<file path="src/rtl/data_scrambler_tx.sv">
// Transmit-side 32-bit LFSR scrambler. Frames from a valid/ready/last stream leave as one
// registered word per clock; idle words with scr_en=0 separate frames so the far end re-seeds.
module data_scrambler_tx #(
  parameter logic [15:0] P_INIT_VALID = 16'h76d8,
  parameter logic [31:0] P_IDLE_DATA  = 32'h0,
  parameter logic [3:0]  P_IDLE_CHAR  = 4'h0,
  parameter int unsigned P_GAP_CYCLES = 2
) (
  input  logic        i_clk,
  input  logic        i_rst_n,
  input  logic [31:0] i_data,
  input  logic [3:0]  i_char,
  input  logic        i_valid,
  input  logic        i_last,
  output logic        o_ready,
  output logic [31:0] o_scr_data,
  output logic [3:0]  o_scr_char,
  output logic        o_scr_en,
  output logic        o_underrun,
  output logic [15:0] o_frame_cnt
);

  localparam logic [7:0] LP_GAP_LAST = 8'(P_GAP_CYCLES - 1);

  typedef enum logic [1:0] {
    ST_IDLE,
    ST_FRAME,
    ST_GAP
  } state_t;

  state_t      r_state;
  state_t      w_state_next;
  logic [7:0]  r_gap_cnt;
  logic [7:0]  w_gap_cnt_next;
  logic [15:0] r_seed;
  logic [31:0] r_scr_data;
  logic [3:0]  r_scr_char;
  logic        r_scr_en;
  logic        r_underrun;
  logic [15:0] r_frame_cnt;
  logic        w_accept;
  logic        w_underrun_next;
  logic        w_frame_done;
  logic [47:0] w_lfsr;

  // Ready depends only on registered state and reset, never on i_valid.
  assign o_ready  = i_rst_n & (r_state != ST_GAP);
  assign w_accept = i_valid & o_ready;

  // Full 32-step unroll: keystream is w_lfsr[31:0], the following seed is w_lfsr[47:32].
  always_comb begin
    w_lfsr        = '0;
    w_lfsr[15:0]  = r_seed;
    for (int i = 0; i < 32; i++) begin
      w_lfsr[16+i] = w_lfsr[i] ^ w_lfsr[i+4] ^ w_lfsr[i+13] ^ w_lfsr[i+15];
    end
  end

  always_comb begin
    w_state_next    = r_state;
    w_gap_cnt_next  = r_gap_cnt;
    w_underrun_next = 1'b0;
    w_frame_done    = 1'b0;
    case (r_state)
      ST_IDLE: begin
        if (w_accept) begin
          if (i_last) begin
            w_state_next   = ST_GAP;
            w_gap_cnt_next = 8'd0;
            w_frame_done   = 1'b1;
          end else begin
            w_state_next = ST_FRAME;
          end
        end
      end
      ST_FRAME: begin
        if (w_accept) begin
          if (i_last) begin
            w_state_next   = ST_GAP;
            w_gap_cnt_next = 8'd0;
            w_frame_done   = 1'b1;
          end
        end else begin
          // A bubble mid-frame aborts the frame rather than being filled with scrambled padding.
          w_underrun_next = 1'b1;
          w_state_next    = ST_GAP;
          w_gap_cnt_next  = 8'd0;
        end
      end
      ST_GAP: begin
        if (r_gap_cnt == LP_GAP_LAST) begin
          w_state_next   = ST_IDLE;
          w_gap_cnt_next = 8'd0;
        end else begin
          w_gap_cnt_next = r_gap_cnt + 8'd1;
        end
      end
      default: begin
        w_state_next   = ST_IDLE;
        w_gap_cnt_next = 8'd0;
      end
    endcase
  end

  always_ff @(posedge i_clk) begin
    if (!i_rst_n) begin
      r_state     <= ST_IDLE;
      r_gap_cnt   <= 8'd0;
      r_seed      <= P_INIT_VALID;
      r_scr_data  <= 32'd0;
      r_scr_char  <= 4'd0;
      r_scr_en    <= 1'b0;
      r_underrun  <= 1'b0;
      r_frame_cnt <= 16'd0;
    end else begin
      r_state    <= w_state_next;
      r_gap_cnt  <= w_gap_cnt_next;
      r_underrun <= w_underrun_next;
      if (w_accept) begin
        r_scr_data <= i_data ^ w_lfsr[31:0];
        r_scr_char <= i_char;
        r_scr_en   <= 1'b1;
        r_seed     <= w_lfsr[47:32];
      end else begin
        r_scr_data <= P_IDLE_DATA;
        r_scr_char <= P_IDLE_CHAR;
        r_scr_en   <= 1'b0;
        r_seed     <= P_INIT_VALID;
      end
      if (w_frame_done) begin
        r_frame_cnt <= r_frame_cnt + 16'd1;
      end
    end
  end

  assign o_scr_data  = r_scr_data;
  assign o_scr_char  = r_scr_char;
  assign o_scr_en    = r_scr_en;
  assign o_underrun  = r_underrun;
  assign o_frame_cnt = r_frame_cnt;

endmodule
</file>
<file path="config.mk">
export PLATFORM = sky130hd
export DESIGN_NAME = data_scrambler_tx
export DESIGN_NICKNAME = d
export VERILOG_FILES = /design/src/rtl/data_scrambler_tx.sv
export SDC_FILE = /design/constraint.sdc
export NUM_CORES = 1
export LEC_CHECK = 0
export ABC_AREA = 1
export BUFFER_PORTS_ARGS = -buffer_cell sky130_fd_sc_hd__buf_2
export CAP_MARGIN = 10
export CORE_MARGIN = 10
export CORE_UTILIZATION = 50
export CTS_CLUSTER_SIZE = 24
export DETAILED_ROUTE_END_ITERATION = 8
export GPL_ROUTABILITY_DRIVEN = 0
export HOLD_SLACK_MARGIN = 0.06
export PLACE_DENSITY = 0.77
export RECOVER_POWER = 100
export SLEW_MARGIN = 5
export SYNTH_ARGS = -nofsm -noshare
export SYNTH_HDL_FRONTEND = slang
export SYNTH_SLANG_ARGS = --single-unit
</file>
<file path="constraint.sdc">
create_clock -name i_clk -period 5.59 [get_ports i_clk]
set_input_delay 1.118 -clock i_clk [delete_from_list [all_inputs] [get_ports i_clk]]
set_output_delay 1.118 -clock i_clk [all_outputs]
set_load 0.03 [all_outputs]
</file>
Word-level counts from Yosys, hierarchy flattened
Index checks and enable logic that the tools add are counted.

Equality and inequality tests: 7. Multiplexer cells: 16. Reduce and logical (&&, ||, !) cells: 5. Bitwise logic cells: 99. $add $sub $neg: 2.

Operator list (number): XOR 1 bit (96); two-way mux 8 bit (4); XOR 32 bit (1); case mux 8 bit (3 select lines) (1); adder 16 x 1 -> 16 bit, second input constant (1); two-way mux 2 bit (5); adder 8 x 1 -> 8 bit, second input constant (1); == test 8 x 1 -> 1 bit, second input constant (1); inequality test 2 bit, second input constant (3); case mux 2 bit (3 select lines) (1); two-way mux 1 bit (5); AND reduction 2 bit (2); inequality test 3 bit, second input constant (1); AND reduction 3 bit (1); AND 1 bit (2); == test 2 x 1 -> 1 bit, second input constant (1); == test 2 bit, second input constant (1); zero test 2 bit (1); OR reduction 2 bit (1).

Output and inout port bits: 55. Flip-flop bits (word level): 80. Input port bits: 40. Logic and storage cells: 137.

Longest topological paths before layout
Gate-level depths: netlist (run 1).

Word-level depth: 34. Gate-level depth with buffers: 56. Gate-level depth less buffers: 55.

Worst setup path before layout (run 1)
Ideal clock, no wire load.

Path kind: register -> register. Start point: register r_seed[15]. End point: register r_seed[15]. Clock period less this slack: 4.763 ns. Library setup time: 0.115 ns. Cell stages (with the launch flop): 54. Buffers on the path: 1. Data required time: 5.475 ns. Arrival: 4.648 ns. Slack: 0.827 ns. Cells stage by stage: dfxtp_1 > buf_4 > inv_2 > nand2_1 > nand2_2 > inv_1 > nand2_1 > nand2_4 > nand2_4 > nand2_8 > nand2_8 > nand2_8 > nand2_4 > nand3_2 > nand2_4 > nand2_2 > nand3_4 > nand2_4 > (+18 left out) > nand3_4 > nand2_4 > nand2_4 > nand2_1 > nand2_1 > nand2_2 > inv_2 > nand3_4 > nand3_1 > nand3_1 > nand3b_4 > nand2_2 > nand2_4 > nand2_2 > nand2_2 > nand3_2 > a21oi_1 > nor2_1.

Cells in the longest elaborated chain, start to end: 32. Elaborated cells on any way between the ends: 83. Classes of those cells: bitwise: 83.

Ends and longest elaborated chain: start: declaration (line 35) `logic [15:0] r_seed;`; start signal: assignment (line 123) `r_seed <= w_lfsr[47:32];`; XOR 1 bit (31 in a row) (line 55) `w_lfsr[16+i] = w_lfsr[i] ^ w_lfsr[i+4] ^ w_lfsr[i+13] ^ w_lfsr[i+15];`; XOR 1 bit * (line 55).

Every way passes the cells marked *; elsewhere a longest branch is shown, timed or not. A chain may end at the register's enable or synchronous reset.

Worst setup path after layout (run 1)
Start point: register r_seed[5]. End point: register r_seed[15].

Cells in the longest elaborated chain, start to end: 33. Elaborated cells on any way between the ends: 81. Classes of those cells: bitwise: 81.

Ends and longest elaborated chain (line): XOR 1 bit (32 in a row) (55); XOR 1 bit * (55).

Marks and branches as above.

==> impl_results.md, run 1 <==
- Outcome: finished, final reports clean
- Crit-path max FO: 7
- Register area: around 1600 um2
- Post-DP HPWL: ~11,000 um
- Post-Route WL: about 15,000 um
- Largest net degree at the start of global routing: 35
- Worst-Margin Slew: around 0.86 ns
- Slowest stage cell, crit path: dfxtp_4
- Syn nets: between 700 and 800
- Seq cells post-synth: 80
- Synth cell types: 36
- Routed Antenna Nets: 0
- Top cell type's share of synthesized area: a little under a third
- Worst path required time: 5.88 ns
- Clock sink count: 80
- Final Cycle Share: between 90% and 100%
- Gr ovfl total: 0
- GR Util met1: around a fifth
- Worst skew pair latency: 0.36 ns
- Synth Instances: 678
- Yosys top cell by area: dfxtp_1
- End of the worst hold path: o_frame_cnt[11]
- Post-synth EDFFs: 0
- Reg2reg end: r_seed[15]
- Flop2flop setup slack: about 0.07 ns
- R2R depth: between 50 and 60
- Max-Cap Viols: 0
- Warnings from Yosys: 0
- Hold Crit Start: o_frame_cnt[11]
- Slew HR: a little over two fifths
- Area growth syn-to-layout: 30.56%
- Antenna Diode Count: 0
- Standard-cell row count: 36
- Die width: ~120 um
- IO buf count: 94
- Vias: between 5,000 and 6,000
- CTS Buf Count: 9
- Sequential fraction of the synthesis area: approximately a third
- Commonest cells in the netlist: 115 x nand2_1, 80 x dfxtp_1, 80 x inv_1, 67 x nand3_1, 51 x nor2_1
- Layout cells sized above 1: about two fifths
- Post-layout nets: between 800 and 900
- RSZ-0062 raised after global routing: true
- Largest cells by area after synthesis: dfxtp_1 32%, nand2_1 8.5%, nand3_2 7.1%
- Router iterations before antenna repair: 5
- WS Path Type: reg2reg
- Final hold viol count: 0
- FFs w/ async S/R, synth: 0%
- Initial antenna violation count: 0
- Vias per cell: about 5.3
- Final Skew: between 0.02 and 0.025 ns
- CTS Buffer Depth: 2
- Worst r2r src: r_seed[5]
- Mean area per synthesized cell: approximately 7.5 um2
- Worst hold stages: 2
- Worst path arrival time: about 5.8 ns
- Fin worst setup slack: around 0.069 ns
- First-pass GRT wire length: ~22,000 um
- Routing usage on met3: under 10%
- DRT iter0 DRCs: between 400 and 500
- Clk root buf: clkbuf_8
- Core Area: just under 10,000 um2
- Place WS: approximately 0.095 ns
- Die ar.: about 15,000 um2
- Die Ht: between 100 and 150 um
- H-tree levels: 3
- Final Slew Violations: 0
- Max stage delay on crit path: about 0.37 ns
- CTS tree: built
- I/O pin count: 95
- Number of global-route vias before repair: about 4,700
- Startpoint Class: register
- Tightest Hold Check Type: reg2reg
- Synthesized cell area: slightly above 5000 um2
- Register clock-pin slew on the reported worst setup and hold paths: about 0.090 ns
- Crit end category: register
- Ys flop type: dfxtp_1
- FMAX: roughly 0.18 GHz
- GR peak layer: met2
- DRC Markers: 0
- Tmin final: ~5.5 ns
- Area of the multi-input gates: about 3500 um2
- GRT Total Usage: a little under a fifth
- GR Layer Usage met2: 33.07%
- Filler cell count: 746
- Most numerous cell in the Yosys netlist: nand2_1
- Drt wl/cell: approximately 16 um
- Starting Density: slightly above 50%
- Cts-stage hold buffer count: 0
- Final setup vio count: 0
[sequential cells by signal, summed over array words and instances, names as in the netlist]
signal,count
o_scr_char,4
r_state,2
r_seed,16
o_underrun,1
o_scr_data,32
r_gap_cnt,8
o_frame_cnt,16
o_scr_en,1
[per-layer routing]
| layer | wire (um) | share of wire (%) |
|---|---|---|
| met5 | 0 | 0 |
| met4 | 407 | 2.7 |
| met3 | 743 | 5.0 |
| met2 | 8024 | 54 |
| met1 | 5817 | 39 |
[what timing repair did]
item,in CTS,in global routing
endpoints found under the setup margin,0,4
gates resized for setup,0,97
setup buffers,0,34
[layout by cell type (no fill, tap or decap), types with 3 or more instances in the layout]
cell type,Yosys,layout
nand3_4,8,32
inv_1,80,73
xor2_1,24,23
nand2_2,41,44
clkbuf_8,0,10
xnor2_1,24,24
o22ai_1,3,3
nor4_1,5,5
buf_2,0,93
nor2_1,51,51
nand2_4,20,32
inv_2,13,20
o21ai_0,22,22
ha_1,3,3
nor3_1,16,16
buf_4,1,36
nand3b_1,11,11
nand2_1,115,98
nand3_1,67,47
a21oi_1,31,31
nand2_8,3,5
dfxtp_1,80,74
nand3_2,36,32
dfxtp_4,0,4
[critical path, delay by kind of cell (launching register included)]
| kind | cells | cell delay (ns) |
|---|---|---|
| simple gates | 46 | 4.52 |
| buf+inv | 6 | 0.52 |
| flops | 1 | 0.37 |
[worst max path at each step]
stage | startpoint | end | slack [ns] | cells past startpoint
6_report | r_seed[5] | r_seed[15] | 0.07 | 52
5_1_grt | r_seed[15] | r_seed[15] | -0.32 | 48
4_1_cts | r_seed[15] | r_seed[15] | 0.06 | 47
3_5_place_dp | r_seed[15] | r_seed[15] | 0.1 | 45
3_3_place_gp | r_seed[15] | r_seed[15] | 0.29 | 51
2_1_floorplan | r_seed[15] | r_seed[15] | 0.83 | 53
[cells by family (layout without fill, tap and decap cells)]
logic type,after synthesis,after routing,share of synthesized area (%)
compound gates,62,62,6.522
simple gates,382,382,44.86
flops,80,80,31.62
buf+inv,102,241,7.633
xor+xnor,49,49,8.622
fa+ha+maj,3,3,0.7412
[area by class of cell]
class	instances	area share, %
clock buffer	11	2.138
tap	133	2.517
inverter	94	5.336
clock inverter	5	0.9461
multi-input combinational	496	53.09
timing repair buffer	131	11.49
sequential	80	24.48
[metrics by stage]
step | hold WS, ns | util [%] | cell area [um2] | cells | setup TNS [ns]
6_report | 0.4857 | 67.34 | 6613 | 950 | 0
5_1_grt | 0.5221 | 67.34 | 6613 | 950 | -0.6711
3_5_place_dp | 0.4680 | 57.95 | 5690 | 900 | 0
4_1_cts | 0.4826 | 60.03 | 5894 | 916 | 0
3_3_place_gp | 0.4588 | 57.95 | 5690 | 900 | 0
2_1_floorplan | 0.4536 | - | 5065 | 678 | 0
Power of run 1 is not shown: default switching activity piles up to over one toggle a cycle in this logic, so the estimate is an artifact.
==> run 2, diff against run 1 <==
--- a/config.mk
+++ b/config.mk
@@ -7,14 +7,15 @@
 export LEC_CHECK = 0
 export ABC_AREA = 1
 export BUFFER_PORTS_ARGS = -buffer_cell sky130_fd_sc_hd__buf_2
-export CAP_MARGIN = 10
+export CAP_MARGIN = 20
+export CORE_ASPECT_RATIO = 1.1
 export CORE_MARGIN = 10
-export CORE_UTILIZATION = 50
+export CORE_UTILIZATION = 25
 export CTS_CLUSTER_SIZE = 24
 export DETAILED_ROUTE_END_ITERATION = 8
 export GPL_ROUTABILITY_DRIVEN = 0
 export HOLD_SLACK_MARGIN = 0.06
-export PLACE_DENSITY = 0.77
+export PLACE_DENSITY = 0.46
 export RECOVER_POWER = 100
 export SLEW_MARGIN = 5
 export SYNTH_ARGS = -nofsm -noshare
==> run 2 against run 1 <==
  * Highest routed layer unchanged
  * Sequential share of layout area is 1.3 points lower
  * Routed wire length is 5.5% higher
  * Clock skew is 0.014 ns lower
  * Maximum frequency is 2.8% higher
  * Worst setup slack better by 0.15 ns
  * Utilization is 32 points lower
==> impl_results.md, run 2 (synthesis gave the netlist of run 1 again) <==
- Max stage delay on crit path: 0.36 ns
- Worst path arrival time: roughly 5.7 ns
- Layout cells sized above 1: 35.24%
- Final hold slack: 0.4823 ns
- Design area: between 6000 and 7000 um2
- Crit end category: register
- Final Non-Filler Cells: ~1,100
- Final hold viol count: 0
- I/O pin count: 95
- Core Area: ~20,000 um2
- Final Skew: between 0.007 and 0.008 ns
- Post-DP HPWL: 11,880 um
- Crit-path max FO: 7
- Post-Route WL: about 16,000 um
- Clk root buf: clkbuf_16
- Outcome: finished, final reports clean
- Crit. Startpoint: r_seed[13]
- Largest register FFs: 32
- GRT Total Usage: between 10 and 15%
- Kind of cell adding the most delay to the critical path: simple AND/OR/NAND/NOR gates
- Tightest Hold Check Type: reg2reg
- Most frequent CP cell: nand2_4
- Antenna Diode Count: 0
- Startpoint Class: register
- Final Slew Violations: 0
- Vias: 4,782
- Worst r2r src: r_seed[13]
- Reg2reg end: r_seed[15]
- FMAX: 0.1862 GHz
- Register clock-pin slew on the reported worst setup and hold paths: about 0.060 ns
- Crit path buf inv count: 4
- Flop2flop setup slack: 0.22 ns
- Slew HR: 37.15%
- Largest net degree at the start of global routing: 34
- RSZ-0062 raised after global routing: true
- Placed cells: 1,024
- Die ar.: about 26,000 um2
- H-tree levels: 3
- Post-placement cell area: 5877 um2
- Gr ovfl total: 0
- Number of global-route vias before repair: about 4,500
- Setup crit end: r_seed[15]
- Post-layout nets: roughly 860
- Crit path depth: between 50 and 60
- Die Ht: approximately 170 um
- Tmin final: around 5.4 ns
- Area growth syn-to-layout: 37.87%
- Worst path required time: just under 6 ns
- DRT iter0 DRCs: ~140
- Standard-cell row count: 54
- Commonest non-fill, non-tap cell in the layout: nand2_1
- CTS tree: built
- Setup tns final: 0 ns
- First-pass GRT wire length: 23,340 um
- Clock sink count: 80
- Max-Cap Viols: 0
- Initial antenna violation count: 0
- Worst-Margin Slew: about 0.94 ns
- Drt wl/cell: ~15 um
- Routed Antenna Nets: 0
- Die width: approximately 160 um
- Final setup vio count: 0
- Filler cell count: around 2,100
- DRC Markers: 0
- Starting Density: approximately 25%
- Worst skew pair latency: 0.35 ns
- Slowest stage cell, crit path: dfxtp_4
- CTS Buf Count: 9
- Vias per cell: ~4.4
- Cts-stage hold buffer count: 0
- R2R depth: 53
- Final Cycle Share: between 90% and 100%
- WS Path Type: reg2reg
- CTS Buffer Depth: 2
- Router iterations before antenna repair: 4
- Most frequent cells in the layout: 83 x nand2_1, 73 x dfxtp_1, 71 x inv_1
- IO buf count: 94
[run 2: cell types whose count changed in the layout (fill, tap and decap cells not counted), sizes merged]
cell      delta
clkbuf      +54
buf         -49
clkinvlp     -1
bufinv       -1
clkinv       +1
inv          +2
[run 2: what timing repair did]
item                                    4_1_cts  5_1_grt
gates resized for setup                       1      135
buffers inserted                              0       35
endpoints found under the setup margin        1        4
pin swaps                                     0       51
[run 2: area by class of cell]
class | count | area [um2] | area share [%]
Clock buffer | 10 | 239.0 | 3.422
Clock inverter | 6 | 50.05 | 0.7167
Inverter | 94 | 362.8 | 5.196
Multi-Input combinational cell | 496 | 3662 | 52.45
Sequential cell | 80 | 1620 | 23.20
Tap cell | 252 | 315.3 | 4.515
Timing Repair Buffer | 137 | 733.2 | 10.50
[run 2: per-stage QoR]
stage,worst slack (ns),utilization (%)
2_1_floorplan,0.8267,-
3_3_place_gp,-0.004794,29.59
3_5_place_dp,0.0006044,29.59
4_1_cts,0.02851,31.05
5_1_grt,-0.1787,35.15
6_report,0.2192,35.15
[run 2: layer usage]
layer,GRT usage (%),up-vias,routed length (um)
li1,-,2477,-
met1,12.63,2192,6551
met2,19.79,99,8262
met3,2.991,14,738
met4,3.257,0,266
met5,0,-,0
[run 2: worst min-delay path: stages, from the launching register on]
cell	delay, ns
dfxtp_1	0.32
nand2_1	0.06
a21oi_1	0.05
[run 2: worst min path at each step]
stage / endpoint / cells past startpoint / slack [ns] / startpoint
3_3_place_gp: o_frame_cnt[11] / 2 / 0.46 / o_frame_cnt[11]
2_1_floorplan: r_gap_cnt[6] / 2 / 0.45 / r_gap_cnt[6]
6_report: r_gap_cnt[6] / 2 / 0.48 / r_gap_cnt[6]
5_1_grt: r_gap_cnt[6] / 2 / 0.51 / r_gap_cnt[6]
4_1_cts: o_frame_cnt[11] / 2 / 0.48 / o_frame_cnt[11]
3_5_place_dp: o_frame_cnt[11] / 2 / 0.47 / o_frame_cnt[11]
Power of run 2 is left out for the same reason.
==> run 3, diff against run 2 <==
==> constraint.sdc (replaced) <==
create_clock -name i_clk -period 5.15 [get_ports i_clk]
set_input_delay 1.03 -clock i_clk [delete_from_list [all_inputs] [get_ports i_clk]]
set_output_delay 1.03 -clock i_clk [all_outputs]
set_load 0.03 [all_outputs]
==> run 3 against run 2 <==
  * The flow now finishes with violations (negative setup slack)
  * Routed wire length up 1.9%
  * Utilization up 3.3 points
  * Flip-flop and latch count unchanged
  * Die area stayed put
  * Cell count grew 6.3%
  * Via count rose by 4.2%
  * Design area rose by 9.4%
  * Critical endpoint unchanged
  * Largest cell class unchanged
==> impl_results.md, run 3 (synthesis gave the netlist of run 1 again) <==
- Outcome: finished, violations left
- Violated checks: negative setup slack
- Tightest Hold Check Type: reg2reg
- Worst r2r src: r_seed[15]
- End of the worst hold path: o_frame_cnt[11]
- Gr ovfl total: 0
- I/O pin count: between 90 and 100
- Startpoint Class: register
- Clock sink count: 80
- Largest register FFs: 32
- Crit end category: register
- Most frequent CP cell: nand2_4
- Die ar.: about 26,000 um2
- IO buf count: 94
- Final Skew: ~0.0073 ns
- Worst path arrival time: between 5 and 6 ns
- Register clock-pin slew on the reported worst setup and hold paths: ~0.070 ns
- Clk root buf: clkbuf_16
- Design area: roughly 7600 um2
- Drt wl/cell: ~14 um
- Hold Crit Start: o_frame_cnt[11]
- Post-Route WL: around 16,000 um
- Commonest non-fill, non-tap cell in the layout: buf_4
- Slew HR: 39.14%
- Final Slew Violations: 0
- Most frequent cells in the layout: 105 x buf_4, 82 x nand2_1, 75 x dfxtp_1
- Reg2reg end: r_seed[15]
- GRT Total Usage: approximately an eighth
- RSZ-0062 raised after global routing: true
- Post-layout nets: just over 900
- Die Ht: 169.3 um
- Final hold viol count: 0
- Worst-Margin Slew: 0.9118 ns
- Cts-stage hold buffer count: 0
- Number of global-route vias before repair: between 4,000 and 5,000
- Layout cells sized above 1: 40.61%
- Vias per cell: around 4.4
- FMAX: about 0.19 GHz
- Worst hold stages: 2
- WS Path Type: reg2reg
- CTS Buffer Depth: 2
- Setup tns final: -0.4866 ns
- Standard-cell row count: between 50 and 60
- Core Area: between 15,000 and 20,000 um2
- Routed Antenna Nets: 0
- Fin worst setup slack: -0.2073 ns
- Worst skew pair latency: between 0.3 and 0.4 ns
- Vias: 4,983
- Die width: about 160 um
- Crit-path max FO: 6
- Post-placement cell area: 6417 um2
- First-pass GRT wire length: 24,870 um
- Router iterations before antenna repair: 5
- CTS Buf Count: 9
- Largest net degree at the start of global routing: 34
- Slowest stage cell, crit path: dfxtp_4
- DRC Markers: 0
- Tmin final: about 5.4 ns
- Area growth syn-to-layout: 50.79%
- DRT iter0 DRCs: approximately 170
- Max-Cap Viols: 0
- R2R depth: just under 50
- CTS tree: built
- Final setup vio count: 5
- Max stage delay on crit path: around 0.4 ns
- Flop2flop setup slack: -0.21 ns
- Starting Density: about a quarter
- Post-DP HPWL: roughly 12,000 um
- Final Cycle Share: 104.0%
- Initial antenna violation count: 2
- H-tree levels: 3
- Worst path required time: roughly 5.4 ns
- Place WS: -0.1800 ns
## run 3: changes by cell type in the layout (fill, tap and decap cells not counted), moves of 3 or more
cell,delta
nand3_2,-7
buf_6,+3
buf_4,+64
nand2_2,-3
nand3_4,+12
nand2_4,+6
nand3_1,-5
## run 3: cell type report
cell class              instances  area, um2
clock inverters                 7      108.9
fillers                      2088      12230
repair buffers                203       1227
flip-flops and latches         80       1613
inverters                      94      367.9
diodes                          2      5.005
well taps                     252      315.3
multi-input cells             496       3775
clock buffers                   9      225.2
## run 3: worst max path at each step
stage / start / end / slack, ns
after floorplan: r_seed[15] / r_seed[15] / 0.39
after global placement: r_seed[15] / r_seed[15] / -0.20
after detailed placement: r_seed[15] / r_seed[15] / -0.18
after CTS: r_seed[13] / r_seed[15] / -0.06
after global routing: r_seed[15] / r_seed[15] / -0.68
final: r_seed[15] / r_seed[15] / -0.21
## run 3: per-layer routing
layer / part of all wire (%) / up-vias / global-route usage (%)
met5: 0 / - / 0
met4: 1.9 / 0 / 4.112
met3: 4.4 / 17 / 2.890
met2: 52 / 112 / 20.39
met1: 42 / 2239 / 13.76
li1: - / 2615 / -
## run 3: critical path: cells and delay by family (launching register included)
| family | cells | cell delay [ns] |
|---|---|---|
| and+or+nand+nor | 45 | 4.63 |
| DFF | 1 | 0.39 |
| buffers and inverters | 4 | 0.26 |
## run 3: through the flow
| stage | utilization, % | hold WS (ns) | std cells |
|---|---|---|---|
| after CTS | 35.42 | 0.4871 | 1122 |
| after floorplan | - | 0.4536 | 678 |
| after global placement | 32.31 | 0.4645 | 1096 |
| after global routing | 38.45 | 0.5088 | 1143 |
| after detailed placement | 32.31 | 0.4764 | 1096 |
| final | 38.45 | 0.4811 | 1143 |
## run 3: what timing repair did
action	4_1_cts	5_1_grt
gates resized for setup	43	115
gates cloned	0	0
buffers inserted	10	19
pin swaps	9	49
setup endpoints to repair	3	6
Power of run 3 is left out for the same reason.
